`config.mk`:
```
export PLATFORM = sky130hd
export DESIGN_NAME = rf_dump
export DESIGN_NICKNAME = d
export VERILOG_FILES = /design/src/rtl/rf_dump.sv
export SDC_FILE = /design/constraint.sdc
export NUM_CORES = 1
export LEC_CHECK = 0
export BUFFER_PORTS_ARGS = -buffer_cell sky130_fd_sc_hd__buf_2
export CAP_MARGIN = 20
export CORE_MARGIN = 1
export CORE_UTILIZATION = 40
export CTS_CLUSTER_DIAMETER = 60
export CTS_CLUSTER_SIZE = 20
export DETAILED_ROUTE_END_ITERATION = 8
export PLACE_DENSITY_LB_ADDON = 0.3
export SYNTH_ARGS = -nofsm -noshare
export SYNTH_HDL_FRONTEND = slang
export SYNTH_SLANG_ARGS = --single-unit
```
`constraint.sdc`:
```
create_clock -name clk -period 3.6 [get_ports clk]
set_clock_uncertainty 0.15 [all_clocks]
set_input_delay 0.72 -clock clk [delete_from_list [all_inputs] [get_ports clk]]
set_output_delay 0.72 -clock clk [all_outputs]
set_load 0.01 [all_outputs]
```
`src/rtl/rf_dump.sv`:
```
// rtl/rf_dump.sv - register-file dump engine: walks every register and streams it over valid/ready.
// Optional macro RF_DUMP_CHECKSUM_EN appends an XOR checksum word after the last register.
module rf_dump #(
  parameter int REG_COUNT = 32,
  parameter int ADDR_W    = 5,
  parameter int DATA_W    = 32
) (
  input  logic              clk,
  input  logic              rst,
  input  logic              start,
  output logic              busy,
  output logic              done,
  output logic [ADDR_W-1:0] rf_addr,
  input  logic [DATA_W-1:0] rf_data,
  output logic              out_valid,
  input  logic              out_ready,
  output logic [ADDR_W-1:0] out_addr,
  output logic [DATA_W-1:0] out_data,
  output logic              out_last
);

  typedef enum logic [1:0] {IDLE, FETCH, SEND, DONE} state_t;

  localparam logic [ADDR_W-1:0] LAST_IDX = ADDR_W'(REG_COUNT - 1);

  state_t            state;
  state_t            state_nx;
  logic [ADDR_W-1:0] idx;
  logic              accept;

`ifdef RF_DUMP_CHECKSUM_EN
  logic [DATA_W-1:0] acc;
  logic              csum_phase;
`endif

  assign accept  = out_valid & out_ready;
  assign busy    = (state != IDLE);
  assign done    = (state == DONE);
  assign rf_addr = (state == FETCH || state == SEND) ? idx : '0;

  always_comb begin
    state_nx = state;
    case (state)
      IDLE:    if (start) state_nx = FETCH;
      FETCH:   state_nx = SEND;
      SEND:    if (accept) state_nx = out_last ? DONE : FETCH;
      DONE:    state_nx = IDLE;
      default: state_nx = IDLE;
    endcase
  end

  always_ff @(posedge clk) begin
    if (rst) begin
      state     <= IDLE;
      idx       <= '0;
      out_valid <= 1'b0;
      out_addr  <= '0;
      out_data  <= '0;
      out_last  <= 1'b0;
`ifdef RF_DUMP_CHECKSUM_EN
      acc        <= '0;
      csum_phase <= 1'b0;
`endif
    end else begin
      state <= state_nx;
      case (state)
        IDLE: begin
          if (start) begin
            idx <= '0;
`ifdef RF_DUMP_CHECKSUM_EN
            acc        <= '0;
            csum_phase <= 1'b0;
`endif
          end
        end
        FETCH: begin
          out_valid <= 1'b1;
`ifdef RF_DUMP_CHECKSUM_EN
          if (csum_phase) begin
            out_data <= acc;
            out_addr <= '0;
            out_last <= 1'b1;
          end else begin
            out_data <= rf_data;
            out_addr <= idx;
            out_last <= 1'b0;
          end
`else
          out_data <= rf_data;
          out_addr <= idx;
          out_last <= (idx == LAST_IDX);
`endif
        end
        SEND: begin
          if (accept) begin
            out_valid <= 1'b0;
`ifdef RF_DUMP_CHECKSUM_EN
            // The final register leaves idx parked and arms the checksum word instead.
            if (!csum_phase) begin
              acc <= acc ^ out_data;
              if (idx == LAST_IDX) csum_phase <= 1'b1;
              else                 idx        <= idx + 1'b1;
            end
`else
            if (!out_last) idx <= idx + 1'b1;
`endif
          end
        end
        default: ;
      endcase
    end
  end

endmodule

```
==> impl_metrics.json <==
{
  "clk_latency_ns": 0.29,
  "power_density_nw_per_um2": 692,
  "hp-start": "out_data[17]",
  "holdBufCountCts": 0,
  "start_util_pct": 41.7,
  "startpoint_type": "flip-flop",
  "rows": 25,
  "root_buffer": "clkbuf_8",
  "grt_first_pass_wirelength_um": 6240,
  "worst-path-max-fanout": 6,
  "final_max_slew_viol_count": 0,
  "chipHeight_um": 72.4,
  "critical_path.startpoint": "state[1]",
  "finalCoreUtilization_pct": 52.7,
  "ctsHtreeMaxLevel": 2,
  "synth-seq-cells": 46,
  "finalSetupViolations": 0,
  "synth_top_cell_by_area": "dfxtp_1",
  "gp_congestion": 0.729,
  "cts_tree": "done",
  "required_ns": 2.73,
  "grt_max_degree": 53,
  "nets": 309,
  "worst-path-buf-inv": 2,
  "setup_ws_ns": 1.20,
  "cts_buffers": 5,
  "io_pins": 82,
  "slew_headroom_pct": 40.1,
  "p_seq_share_pct": 39.2,
  "routed_via_density": 4.61,
  "synth_cell_types": 34,
  "clock_path_buffers": 2,
  "syn_nets": 231,
  "final_cell_mix": "buf_2 (81), dfxtp_1 (46), mux2i_1 (42), nor2_1 (39), ha_1 (7)",
  "peakVddDrop_v": 0.000428,
  "gr-total-overflow": 0,
  "final_common_cell": "buf_2",
  "io_buffers": 81,
  "finalHoldViolations": 0,
  "max_stage_delay_ns": 0.44,
  "intPower_mw": 1.12,
  "cts_resized": 0,
  "drive_above_1_share_pct": 37.6,
  "dr_total_vias": 1535,
  "dr.pass1.iters": 4,
  "post-route-min-period_ns": 2.40,
  "core_area_sq_um": 4750,
  "rsz0062_at_grt": "false",
  "pwr-share-clk_pct": 18.1,
  "ys_seq_area_share_pct": 46.5,
  "final.fill_count": 478,
  "num_antenna_cells": 0,
  "antenna_found_initial": 0,
  "synth_top_area_share_pct": 46.5,
  "wire_per_inst_um": 11.5,
  "wl_um": 3820,
  "cts_setup_buffers": 0,
  "grt_pass1_vias": 1396,
  "outcome": "finished, final reports clean",
  "yosysWarnings": 0,
  "dp.final_hpwl_um": 2580,
  "ant_nets": 0,
  "drc": 0,
  "use_met2_pct": 26.3,
  "fin_crit_sh_pct": 66.6,
  "grt_usage_pct": 15.3,
  "tightest_slew_ns": 0.898,
  "arrival_ns": 1.53,
  "finalSetupTns_ns": 0,
  "yosys-top-cells-area": "dfxtp_1 (46%), mux2i_1 (21%), nor2_1 (7.4%)",
  "die_w_um": 72.4,
  "hold_path.class": "reg2reg",
  "syn_avg_cell_area_sq_um": 10.6,
  "p_sw_uw": 618,
  "fp.dieArea_sq_um": 5240,
  "clkTransAtPathRegs_ns": 0.08,
  "top_usage_layer": "met2",
  "cellLeakagePower_nw": 1.21,
  "synth_area_sq_um": 1980,
  "crit_slowest_cell": "dfxtp_1",
  "crit_type": "reg2out",
  "crit_path_cell_trace": "inv_1 > ha_1 > and2_1 > buf_2",
  "post-place-ws_ns": 1.51,
  "switching_share_pct": 35.7,
  "drtIter0Drc": 79,
  "areaGrowthSynthToFinish_pct": 26.4,
  "use_met3_pct": 4.58,
  "max_cap_viol_count": 0,
  "endpoint_kind": "primary output",
  "p_comb_share_pct": 42.7,
  "grt_use_met1_pct": 18.0,
  "fmax_mhz": 417,
  "critPathTopFamily": "flip-flops",
  "synthCells": 187,
  "cts_sinks": 46,
  "r2r-start": "state[1]"
}
==> synthesized netlist by cell type <==
cell       n
nor2_4     1
ha_1       8
nand2_1    1
and2b_4    1
and2_1     5
and2_4     1
a311o_1    1
mux2i_1   42
buf_6      2
buf_4      1
nor4b_2    1
or2_2      1
nand4b_1   1
clkbuf_1   2
and3_1     1
mux2_2     1
o221ai_2   1
nor2_1    39
inv_1      5
nand3b_4   1
a211oi_1   1
o21a_1     1
a21oi_1    2
nand2b_1   5
nand3_1    1
or3b_1     1
a21bo_1    1
dfxtp_1   46
a31oi_1    1
buf_2      6
a211oi_4   1
nand3b_1   2
or3_1      2
a311oi_2   1
==> final timing paths <==
kind / end / slack, ns / cells after the start
max: rf_addr[0] / 1.20 / 4
min reg2reg: out_data[17] / 0.34 / 2
min: out_data[17] / 0.34 / 2
max reg2reg: out_valid / 1.59 / 5
==> sequential cells by signal (all words and copies together), names as in the netlist <==
| name | flops |
|---|---|
| out_data | 32 |
| out_last | 1 |
| idx | 5 |
| out_addr | 5 |
| state | 2 |
| out_valid | 1 |
==> final cells by class <==
type                       instances  area [sq um]  area share [%]
multi-input combinational        125           976            39.0
sequential                        46           921            36.8
timing repair buffer              82           413            16.5
clock buffer                       7          86.3            3.45
tap                               67          83.8            3.35
inverter                           5          18.8           0.750
clock inverter                     1          5.00           0.200
==> cell families (layout without fill, tap and decap cells) <==
group / after synthesis / count (layout) / synth area share (%)
DFF: 46 / 46 / 46.5
and+or+nand+nor: 64 / 64 / 17.2
muxes: 43 / 43 / 21.8
adders and majority gates: 8 / 8 / 5.05
buffers and inverters: 16 / 95 / 4.36
AOI/OAI and AO/OA: 10 / 10 / 5.12
==> tightest hold or removal path, stage by stage, from the launching register on <==
cell and delay, ns:
dfxtp_1 0.33, mux2i_1 0.06, nor2_1 0.07
==> power by group through the flow <==
stage / sequential [mW] / clock [mW] / combinational (mW)
floorplan: 0.731 / 0 / 0.527
global placement: 0.685 / 0 / 0.746
detailed placement: 0.689 / 0 / 0.751
CTS: 0.680 / 0.328 / 0.756
global route: 0.694 / 0.345 / 0.819
finish: 0.679 / 0.314 / 0.741
==> metal layers <==
metal	vias to the layer above	wire length [um]
met2	60	1710
met5	-	0
met3	5	264
li1	780	-
met4	0	42
met1	690	1810
==> stage by stage <==
stage / power [mW] / area [sq um] / instances / hold WS [ns]
floorplan: 1.26 / 1980 / 187 / 0.323
global placement: 1.43 / 2410 / 325 / 0.316
detailed placement: 1.44 / 2410 / 325 / 0.326
CTS: 1.76 / 2500 / 333 / 0.347
global route: 1.86 / 2500 / 333 / 0.373
finish: 1.73 / 2500 / 333 / 0.339
No activity file was read; power rests on OpenSTA's default activity.
